--- src/rtl/cpu_pkg.sv ---
// Shared constants for the myMIPS-class cores: default fetch geometry,
// the reset fetch address and the NOP encoding.
package cpu_pkg;

  localparam int CPU_AWIDTH   = 8;
  localparam int CPU_IWIDTH   = 16;
  localparam int CPU_RESET_PC = 0;
  // All-zero word doubles as the "nothing here" value on empty outputs.
  localparam int CPU_NOP      = 0;

endpackage

--- src/rtl/sync_fifo.sv ---
// Show-ahead synchronous FIFO with a synchronous flush and an occupancy count.
// head_data reads as zero whenever the FIFO is empty.
module sync_fifo #(
  parameter int WIDTH = 24,
  parameter int DEPTH = 4
) (
  input  logic                     clk,
  input  logic                     rst,
  input  logic                     flush,
  input  logic                     push,
  input  logic [WIDTH-1:0]         push_data,
  input  logic                     pop,
  output logic [WIDTH-1:0]         head_data,
  output logic [$clog2(DEPTH):0]   count
);

  localparam int PW = $clog2(DEPTH);
  localparam int CW = PW + 1;

  logic [WIDTH-1:0] mem_q [DEPTH];
  logic [PW-1:0]    wr_ptr_q, wr_ptr_d;
  logic [PW-1:0]    rd_ptr_q, rd_ptr_d;
  logic [CW-1:0]    count_q, count_d;
  logic             wr_en, rd_en;

  always_comb begin
    wr_en    = push & ~flush;
    rd_en    = pop & ~flush & (count_q != '0);
    wr_ptr_d = wr_ptr_q + PW'(wr_en);
    rd_ptr_d = rd_ptr_q + PW'(rd_en);
    count_d  = count_q + CW'(wr_en) - CW'(rd_en);
    if (flush) begin
      wr_ptr_d = '0;
      rd_ptr_d = '0;
      count_d  = '0;
    end
  end

  always_ff @(posedge clk) begin
    if (rst) begin
      wr_ptr_q <= '0;
      rd_ptr_q <= '0;
      count_q  <= '0;
    end else begin
      wr_ptr_q <= wr_ptr_d;
      rd_ptr_q <= rd_ptr_d;
      count_q  <= count_d;
    end
  end

  // Storage needs no reset: it is only observed through a nonzero count.
  always_ff @(posedge clk) begin
    if (wr_en) mem_q[wr_ptr_q] <= push_data;
  end

  always_ff @(posedge clk) begin
    if (!rst && !flush) begin
      assert (!(push && !pop && count_q == CW'(DEPTH)))
        else $error("sync_fifo overflow");
    end
  end

  assign head_data = (count_q != '0) ? mem_q[rd_ptr_q] : '0;
  assign count     = count_q;

endmodule

--- src/rtl/fetch_unit.sv ---
// Decoupled instruction fetch: issues synchronous ROM reads, buffers
// {pc, instr} pairs in a prefetch FIFO and supports redirect flush and halt.
module fetch_unit
  import cpu_pkg::*;
#(
  parameter int                AWIDTH   = CPU_AWIDTH,
  parameter int                IWIDTH   = CPU_IWIDTH,
  parameter int                DEPTH    = 4,
  parameter logic [AWIDTH-1:0] RESET_PC = AWIDTH'(CPU_RESET_PC)
) (
  input  logic                    clk,
  input  logic                    rst,
  output logic                    rom_rd,
  output logic [AWIDTH-1:0]       rom_raddr,
  input  logic [IWIDTH-1:0]       rom_rdata,
  input  logic                    redir_valid,
  input  logic [AWIDTH-1:0]       redir_pc,
  input  logic                    halt,
  output logic                    o_valid,
  input  logic                    o_ready,
  output logic [IWIDTH-1:0]       o_instr,
  output logic [AWIDTH-1:0]       o_pc,
  output logic [$clog2(DEPTH):0]  o_count
);

  localparam int CW    = $clog2(DEPTH) + 1;
  localparam int WIDTH = AWIDTH + IWIDTH;

  logic [AWIDTH-1:0] fetch_pc_q, fetch_pc_d;
  logic [AWIDTH-1:0] inflight_pc_q, inflight_pc_d;
  logic              inflight_q, inflight_d;

  logic [CW-1:0]     fifo_count;
  logic [CW:0]       occupancy;
  logic [WIDTH-1:0]  fifo_head;
  logic              issue, push, pop;

  // The read in flight reserves a slot; a same-cycle pop is not credited.
  always_comb begin
    occupancy = {1'b0, fifo_count} + (CW + 1)'(inflight_q);
    issue     = ~rst & ~halt & ~redir_valid & (occupancy < (CW + 1)'(DEPTH));
    push      = inflight_q & ~redir_valid;
    pop       = o_valid & o_ready;
  end

  always_comb begin
    fetch_pc_d    = fetch_pc_q;
    inflight_pc_d = inflight_pc_q;
    inflight_d    = issue;
    if (redir_valid) begin
      fetch_pc_d = redir_pc;
    end else if (issue) begin
      fetch_pc_d    = fetch_pc_q + AWIDTH'(1);
      inflight_pc_d = fetch_pc_q;
    end
  end

  always_ff @(posedge clk) begin
    if (rst) begin
      fetch_pc_q    <= RESET_PC;
      inflight_pc_q <= '0;
      inflight_q    <= 1'b0;
    end else begin
      fetch_pc_q    <= fetch_pc_d;
      inflight_pc_q <= inflight_pc_d;
      inflight_q    <= inflight_d;
    end
  end

  sync_fifo #(
    .WIDTH (WIDTH),
    .DEPTH (DEPTH)
  ) u_fifo (
    .clk       (clk),
    .rst       (rst),
    .flush     (redir_valid),
    .push      (push),
    .push_data ({inflight_pc_q, rom_rdata}),
    .pop       (pop),
    .head_data (fifo_head),
    .count     (fifo_count)
  );

  assign rom_rd    = issue;
  assign rom_raddr = fetch_pc_q;
  assign o_valid   = (fifo_count != '0);
  assign o_pc      = o_valid ? fifo_head[WIDTH-1 -: AWIDTH] : '0;
  assign o_instr   = o_valid ? fifo_head[IWIDTH-1:0] : IWIDTH'(CPU_NOP);
  assign o_count   = fifo_count;

endmodule

--- config.mk ---
export PLATFORM = sky130hd
export DESIGN_NAME = fetch_unit
export DESIGN_NICKNAME = d
export VERILOG_FILES = /design/src/rtl/cpu_pkg.sv /design/src/rtl/sync_fifo.sv /design/src/rtl/fetch_unit.sv
export SDC_FILE = /design/constraint.sdc
export NUM_CORES = 1
export LEC_CHECK = 0
export CAP_MARGIN = 20
export CORE_UTILIZATION = 40
export DETAILED_ROUTE_END_ITERATION = 7
export SLEW_MARGIN = 20
export SYNTH_ARGS = -nofsm -noshare
export SYNTH_HDL_FRONTEND = slang
export SYNTH_HIERARCHICAL = 1
export SYNTH_SLANG_ARGS = --single-unit
--- constraint.sdc ---
create_clock -name clk -period 6.8 [get_ports clk]
set_input_delay 1.36 -clock clk [delete_from_list [all_inputs] [get_ports clk]]
set_output_delay 1.36 -clock clk [all_outputs]
set_load 0.02 [all_outputs]
# Yosys cells after proc, flatten, opt, wreduce, memory -nomap -nowiden
# Memory sizes are Yosys's and may differ from the RTL's. A register that Yosys moved wholly into a read port is not among the register bits.
# Index checks and enable logic that the tools add are counted.
[classes] n_mul=0 mux=7 eq_ne=0 n_reduce_logical=4 add_sub_neg=6 shift=0 n_bitwise=11 order_cmp=1 div=0
[ops] op="8-bit 2-to-1 mux" n=3
[ops] op="16-bit 2-to-1 mux" n=1
[ops] op="8-bit by 1-bit adder with 8-bit output, second input constant" n=1
[ops] op="1-bit AND" n=8
[ops] op="2-bit by 1-bit adder with 2-bit output" n=2
[ops] op="3-bit by 1-bit adder with 4-bit output" n=1
[ops] op="4-bit by 3-bit < comparator with 1-bit output, second input constant" n=1
[ops] op="3-bit by 1-bit adder with 3-bit output" n=1
[ops] op="1-bit inverter" n=3
[ops] op="3-bit nonzero test" n=1
[ops] op="3-bit by 1-bit subtractor with 3-bit output" n=1
[ops] op="1-bit 2-to-1 mux" n=2
[ops] op="2-bit 2-to-1 mux" n=1
[ops] op="2-bit AND reduction" n=1
[ops] op="2-bit nonzero test" n=1
[ops] op="2-bit OR reduction" n=1
[totals] romBits=0 input_bits=29 wordCells=36 mem_bits_rw=96 ff_bits=24 latch_bits=0 n_memories=1
[memory_table] memory="u_fifo.mem_q" depth=4 word_bits=24 read_ports=1 rd_clocked_by_memory_dff=1 wr=1 line_no="sync_fifo.sv:20" text="logic [WIDTH-1:0] mem_q [DEPTH];"

# Longest topological paths before layout
# Gate-level depths: netlist of the first run.
[logic_depth] ltp_word=6 mapped_depth=10 ltp_nobuf=9

# Cells and area by module
# The synthesis of the first run kept the hierarchy.
[modules_own_cells] mod="sync_fifo" seq_area_each_um2=3022.9 n_inst=1 area_each_um2=4051.4 cells_each=190
[modules_own_cells] mod="fetch_unit" seq_area_each_um2=340.3 n_inst=1 area_each_um2=1037.2 cells_each=135

# Worst setup path after synthesis of the first run
# Ideal clock, no wire load.
[synth_timing] kind="in2reg" startpoint="input redir_valid" endpoint="memory u_fifo.mem_q[1][0], enable pin" n_path_buf=1 arrival_ns=3.643 slack_ns=2.716 t_required_ns=6.360 cell_stages=4 path_cell_list="clkbuf_1 > nor2b_1 > nand2b_1 > nor3b_1"
[synth_via] elab_chain_cells=5
[synth_rtl] item="from (decl)" line_no="fetch_unit.sv:16" text="input logic redir_valid,"
[synth_rtl] item="1-bit inverter (no source line)"
[synth_rtl] item="1-bit AND" line_no="fetch_unit.sv:42" text="push = inflight_q & ~redir_valid;"
[synth_rtl] item="net push" line_no="fetch_unit.sv:36" text="logic issue, push, pop;"
[synth_rtl] item="1-bit AND" line_no="sync_fifo.sv:27" text="wr_en = push & ~flush;"
[synth_rtl] item="1-bit 2-to-1 mux" line_no="sync_fifo.sv:53" text="if (wr_en) mem_q[wr_ptr_q] <= push_data;"
[synth_rtl] item="1-bit 2-to-1 mux (implied by the code)" line_no="sync_fifo.sv:53"
[synth_rtl] item="to (decl)" line_no="sync_fifo.sv:20"
# The timed path passes the listed nets, and every way through them passes these cells.

# Worst setup path in the final report of the first run
[layout_timing] startpoint="input redir_valid" endpoint="output rom_rd"
[layout_via] elab_chain_cells=3
[layout_rtl] item="1-bit inverter (no source line)"
[layout_rtl] item="1-bit AND (2 in a row)" line_no="fetch_unit.sv:41" text="issue = ~rst & ~halt & ~redir_valid & (occupancy < (CW + 1)'(DEPTH));"
[layout_rtl] item="to (decl)" line_no="fetch_unit.sv:13" text="output logic rom_rd,"
# No other way between the ends.

==> results of run 1 <==
-- cells in the final DEF (no fill, tap or decap), types with 3 or more instances in the layout --
cell / instances
dfxtp_1: 23
and2_1: 26
inv_6: 3
nor2_1: 5
nand2_1: 5
clkbuf_16: 17
clkdlybuf4s50_1: 65
edfxtp_1: 96
o21ai_0: 8
buf_4: 9
o41ai_1: 3
nor3_1: 5
or4_1: 5
a21oi_1: 9
mux2_2: 3
clkinvlp_4: 4
bufinv_16: 4
inv_1: 6
nand3_1: 13
mux4_2: 18
nand2b_1: 3
ha_1: 3
nor2b_1: 29
mux4_1: 6
nor3b_1: 4
a31oi_1: 5
-- power groups by stage --
stage                     sequential (W)  combinational [W]  clock [W]
final                           0.000802          0.0000540   0.000932
after detailed placement        0.000817          0.0000544          0
after CTS                       0.000802          0.0000547   0.000952
after global placement          0.000817          0.0000532          0
after floorplan                 0.000819          0.0000193          0
after global routing            0.000803          0.0000587   0.000987
-- state kept, by name (all words and copies together) (netlist names) --
register         cells
u_fifo/mem_q        96
inflight_q           1
u_fifo/wr_ptr_q      2
u_fifo/rd_ptr_q      2
u_fifo/count         3
inflight_pc_q        8
rom_raddr            8
-- per-stage QoR --
stage               worst slack, ns  utilization (%)
CTS                            1.94             53.5
floorplan                      2.72                -
finish                         1.94             53.5
detailed placement             1.95             48.4
global route                   1.85             53.5
global placement               1.99             48.4
-- kinds of logic (layout without fill, tap and decap cells) --
| family | count (synthesis) | count (layout) | share of synthesized area, % |
|---|---|---|---|
| adder cells (fa/ha/maj) | 4 | 4 | 1.13 |
| multiplexers | 27 | 27 | 11.7 |
| buffers and inverters | 28 | 112 | 3.05 |
| XOR/XNOR | 2 | 2 | 0.615 |
| AND/OR/NAND/NOR | 106 | 106 | 12.5 |
| flip-flops | 120 | 120 | 66.1 |
| AO/OA/AOI/OAI | 38 | 38 | 4.92 |
-- area by class of cell --
class / count / area share, %
clock buffers: 18 / 6.57
clock inverters: 14 / 3.03
inverters: 6 / 0.345
multi-input cells: 177 / 24.3
flip-flops and latches: 120 / 51.5
well taps: 168 / 3.22
repair buffers: 74 / 11.0
-- final timing paths --
check                         to  slack, ns  cells after the start
max reg2reg      u_fifo/count[1]       4.30                      9
min          u_fifo/mem_q[2][22]       0.51                      0
max                       rom_rd       1.94                      5
min reg2reg  u_fifo/mem_q[2][22]       0.51                      0
-- metal layers --
| metal | share of wire (%) | GRT usage, % | up-vias |
|---|---|---|---|
| li1 | - | - | 1405 |
| met1 | 46 | 20.6 | 1485 |
| met2 | 49 | 25.6 | 84 |
| met3 | 4.0 | 4.06 | 8 |
| met4 | 0.80 | 7.01 | 0 |
| met5 | 0 | 0 | - |
-- worst max-delay path, cell delays in order --
cell	delay, ns
clkdlybuf4s50_1	0.40
buf_4	0.22
or4_4	0.68
nor2_1	0.19
clkdlybuf4s50_1	0.63
==> metrics.md, run 1 <==
| Metric | Value |
|---|---|
| CP max FO | `27` |
| Worst VDD drop | `approximately 0.15 mV` |
| P_int | `0.00144 W` |
| Asr flop ratio synth | `0%` |
| Final period util | `71.5%` |
| Global route overflow | `0` |
| Max-slew violation count | `0` |
| Core Region | `12200 sq um` |
| Syn Inst Count | `325` |
| Sequential share of the synthesized area | `about two thirds` |
| Port bufs | `65` |
| Synthesized net count | `358` |
| Crit path launch | `redir_valid` |
| Final cell area excluding filler cells | `roughly 6500 sq um` |
| Violation count after the first detailed-route iteration | `177` |
| WP data required | `5.44 ns` |
| First-pass GRT wire length | `between 15000 and 20000 microns` |
| Worst EP arrival | `3.50 ns` |
| Main synth FF type | `edfxtp_1` |
| Initial core utilization | `41.7%` |
| CTS buffer count | `17` |
| Post-Syn Area per Cell | `15.7 sq um` |
| Sequential group share of total power | `44.9%` |
| Fmax | `0.206 GHz` |
| Maximum buffer depth of the clock tree | `2` |
| Synth warnings | `6` |
| DP Wirelength | `5500 microns` |
| Post-synth EDFFs | `96` |
| Vias per cell | `5.17` |
| Synth top area cells | `edfxtp_1, dfxtp_1, mux4_2` |
| Fin nets | `429` |
| WL/cell | `16.6 microns` |
| Pwr/cell area | `274 nW/um^2` |
| Die height | `115 microns` |
| LEAKAGE | `between 2 and 2.5 nW` |
| Most frequent cell after synthesis | `edfxtp_1` |
| H-tree depth | `4` |
| Net Sw Power | `~0.00035 W` |
| DRT Wirelength | `approximately 9600 microns` |
| Overall power | `0.00179 W` |
| Root buffer selected by CTS | `clkbuf_16` |
| Fin Hold WS | `0.508 ns` |
| Post-CTS sizing | `0` |
| 1st-pass router iterations | `5` |
| Filler Cells Inserted | `1032` |
| Type of the tightest min-delay check | `register to register` |
| Setup crit start kind | `primary input` |
| Max Cap Viol | `0` |
| Worst skew pair latency | `0.40 ns` |
| Sequential cell area | `3360 sq um` |
| Final setup fails | `0` |
| Rows | `40` |
| Cell taking the most area after synthesis | `edfxtp_1` |
| Initial antenna violation count | `0` |
| Clock share of power | `52.1%` |
| Largest net degree at the start of global routing | `30` |
| Synthesized area | `5090 sq um` |
| Fin crit period | `just under 5 ns` |
| Layout Skew | `between 0.005 and 0.006 ns` |
| Area Growth Syn to Fin | `28.4%` |
| Final cell count without fillers | `577` |
| Sw Share | `between 10% and 20%` |
| Diodes inserted | `0` |
| Post-synth cell types | `46` |
| Gpl congestion | `0.772` |
| Number of global-route vias before repair | `a little under 3000` |
| Antenna Nets Post-Route | `0` |
| Area of the multi-input gates | `roughly 1600 sq um` |
| DR vias | `2982` |
| Worst slew margin | `a little over a third` |
| Worst-path clk slew | `0.05 ns` |
| CTS tree | `yes` |
| Post-synth top area share | `56.7%` |
| R2R Path Start | `u_fifo/count[1]` |
| Comb power frac | `3.0%` |
| DRC | `0` |
| Actual slew at the worst max-slew pin | `0.969 ns` |
| Final hold viol count | `0` |
| Hold_sp | `inflight_pc_q[6]` |
| Total Routing Usage GR | `between 15 and 20%` |
| Layout cells sized above 1 | `16.1%` |
| Die W | `115 microns` |
| RSZ-0062 raised after global routing | `false` |
| CP Class | `primary input to output port` |
| CTS sink cnt | `120` |
| I/O pin count | `66` |
| Placed insts | `545` |
| CTS Hold Bufs | `0` |
| Cell Area, Placed | `a little under 6000 sq um` |
| #FFs+latches synth | `between 100 and 150` |
| Most common library cells after synthesis | `edfxtp_1, nor2b_1, and2_1, dfxtp_1, mux4_2` |
| Die Footprint | `13200 sq um` |
| Crit. End Element | `output port` |
| Final setup TNS | `0 ns` |
| Outcome | `finished clean` |
| Setup bufs post-CTS | `0` |
No activity file was read; power rests on OpenSTA's default activity.
==> run 2, diff against run 1 <==
clock period = 4.9 ns   (was 6.8 ns; I/O delays follow)
==> run 2 against run 1 <==
Core utilization grew 0.12 points; die area is the same; clock skew grew 0.0043 ns; highest routed layer unchanged; global-route usage shrank 0.11 points; combinational power grew 41%; sequential cell count is the same; critical path type unchanged.
==> metrics.md, run 2 (synthesized netlist as in run 1, its figures left out) <==
| Metric | Value |
|---|---|
| Outcome | `finished clean` |
| DRC | `0 (unchanged)` |
| Crit. End Element | `output port` |
| Die W | `115 microns (unchanged)` |
| Worst VDD drop | `0.224 mV (+49%)` |
| Final hold viol count | `0 (unchanged)` |
| CTS buffer count | `17 (unchanged)` |
| Cells along the critical path | `clkdlybuf4s50_1 -> or4_4 -> nor2_1 -> clkdlybuf4s50_1` |
| Setup crit start kind | `primary input` |
| Pwr/cell area | `371 nW/um^2 (+35%)` |
| Largest net degree at the start of global routing | `29 (-3.3%)` |
| Die Footprint | `13200 sq um (unchanged)` |
| Rows | `40 (unchanged)` |
| Initial antenna violation count | `0 (unchanged)` |
| Antenna Nets Post-Route | `0 (unchanged)` |
| Maximum buffer depth of the clock tree | `2 (unchanged)` |
| DP Wirelength | `5950 microns (+8.2%)` |
| Layout Skew | `0.00941 ns (+0.00429 ns)` |
| LEAKAGE | `2.15 nW (+0.28%)` |
| Reg with most FFs | `u_fifo/mem_q` |
| CTS sink cnt | `120 (unchanged)` |
| Filler Cells Inserted | `1031 (-0.097%)` |
| Critical-path top delay cell | `or4_4` |
| Most common cell after layout, fill and taps aside | `edfxtp_1` |
| I/O pin count | `66 (unchanged)` |
| Final setup TNS | `0 ns (unchanged)` |
| Final setup fails | `0 (unchanged)` |
| Post-CTS sizing | `0 (unchanged)` |
| WP data required | `3.92 ns (-1.52 ns)` |
| H-tree depth | `4 (unchanged)` |
| Worst EP arrival | `2.88 ns (-0.62 ns)` |
| Setup bufs post-CTS | `0 (unchanged)` |
| Flip-flop count of the largest register after layout | `96 (unchanged)` |
| Slowest stage delay, CP | `0.67 ns (about the same)` |
| Area Growth Syn to Fin | `28.7%` |
| Diodes inserted | `0 (unchanged)` |
| Post-layout util | `53.6% (+0.12 points)` |
| CP max FO | `21 (-22%)` |
| Fmax | `0.259 GHz` |
| Layout cells sized above 1 | `16.6% (+0.45 points)` |
| Fin crit period | `3.86 ns` |
| Critical path buffers and inverters | `2 (-1)` |
| Type of the tightest min-delay check | `register to register` |
| CTS tree | `yes` |
| CP Class | `primary input to output port` |
| DRT Wirelength | `9690 microns (+1.1%)` |
| Number of global-route vias before repair | `3018 (+3.5%)` |
| Die height | `115 microns (unchanged)` |
| Worst-path clk slew | `0.05 ns (about the same)` |
| Fin nets | `430 (+0.23%)` |
| Vias per cell | `5.21 (+0.83%)` |
| Final period util | `78.8%` |
| Commonest non-fill, non-tap cells in the layout | `edfxtp_1, clkdlybuf4s50_1, nor2b_1` |
| Root buffer selected by CTS | `clkbuf_16` |
| Cell family with most CP delay | `buffers and inverters` |
| Core Region | `12200 sq um (unchanged)` |
| Actual slew at the worst max-slew pin | `0.999 ns (+0.0300 ns)` |
| Port bufs | `65 (unchanged)` |
| RSZ-0062 raised after global routing | `false` |
| First-pass GRT wire length | `15400 microns (-0.49%)` |
| CTS Hold Bufs | `0 (unchanged)` |
| Initial core utilization | `41.7% (unchanged)` |
| Total Routing Usage GR | `15.8% (-0.11 points)` |
| Max Cap Viol | `0 (unchanged)` |
| Violation count after the first detailed-route iteration | `147 (-17%)` |
| WL/cell | `16.8 microns (+0.92%)` |
| Worst slew margin | `33.3% (-2.1 points)` |
| Global route overflow | `0 (unchanged)` |
| Gpl congestion | `0.712 (-7.7%)` |
| Max-slew violation count | `0 (unchanged)` |
| DR vias | `3012 (+1.0%)` |
| Worst skew pair latency | `0.40 ns (about the same)` |
| 1st-pass router iterations | `7 (+2)` |
| Critical path's most frequent cell | `clkdlybuf4s50_1` |
run 2: cell count changes in the layout (fill, tap and decap cells not counted):
cell	delta
nor3_2	-1
nor3_4	+1
buf_12	+2
inv_6	-1
clkbuf_1	-1
clkinv_4	+1
buf_4	-1
clkinv_2	+2
bufinv_16	-1
run 2: power by group:
part | leakage (nW) | total [W] | switching [W] | internal, W
logic | 0.750 | 0.0000760 | 0.0000358 | 0.0000402
registers | 1.11 | 0.00111 | 0.00000969 | 0.00110
clock network | 0.283 | 0.00124 | 0.000437 | 0.000800
run 2: final cells by class:
cell class	instances	area [sq um]	share of cell area, %
timing repair buffer	75	751	11.5
clock buffer	17	425	6.50
clock inverter	15	178	2.71
multi-input combinational	177	1600	24.4
tap	168	210	3.21
inverter	6	22.5	0.344
sequential	120	3360	51.4
run 2: metal layers:
layer / vias to the layer above / GRT usage (%) / routed length [microns] / part of all wire, %
li1: 1412 / - / - / -
met1: 1503 / 19.9 / 4240 / 44
met5: - / 0 / 0 / 0
met2: 91 / 26.5 / 4930 / 51
met4: 0 / 4.68 / 51 / 0.53
met3: 6 / 4.74 / 463 / 4.8
run 2: worst paths after layout:
path,from,endpoint,slack [ns],cells past startpoint
setup / recovery,redir_valid,rom_rd,1.04,4
hold / removal,inflight_pc_q[3],u_fifo/mem_q[0][19],0.50,0
setup reg to reg,u_fifo/count[1],u_fifo/count[1],2.35,8
hold reg to reg,inflight_pc_q[3],u_fifo/mem_q[0][19],0.50,0
run 2: worst register-to-register path, cell delays in order (launching register included):
cell and delay (ns):
dfxtp_1 0.44, nor3_4 0.66, nor2b_1 0.13, o31a_1 0.17
mux2_2 0.28, ha_1 0.17, inv_1 0.06, fa_1 0.40
nor3_1 0.17
run 2: per-stage QoR:
step / power, W / area (sq um) / instances / setup slack, ns / hold slack, ns
2_1_floorplan: 0.00116 / 5090 / 325 / 1.20 / 0.454
3_3_place_gp: 0.00121 / 5940 / 546 / 1.05 / 0.475
3_5_place_dp: 0.00121 / 5940 / 546 / 1.04 / 0.494
4_1_cts: 0.00245 / 6550 / 578 / 0.974 / 0.505
5_1_grt: 0.00251 / 6550 / 578 / 0.876 / 0.523
6_report: 0.00243 / 6550 / 578 / 1.04 / 0.502
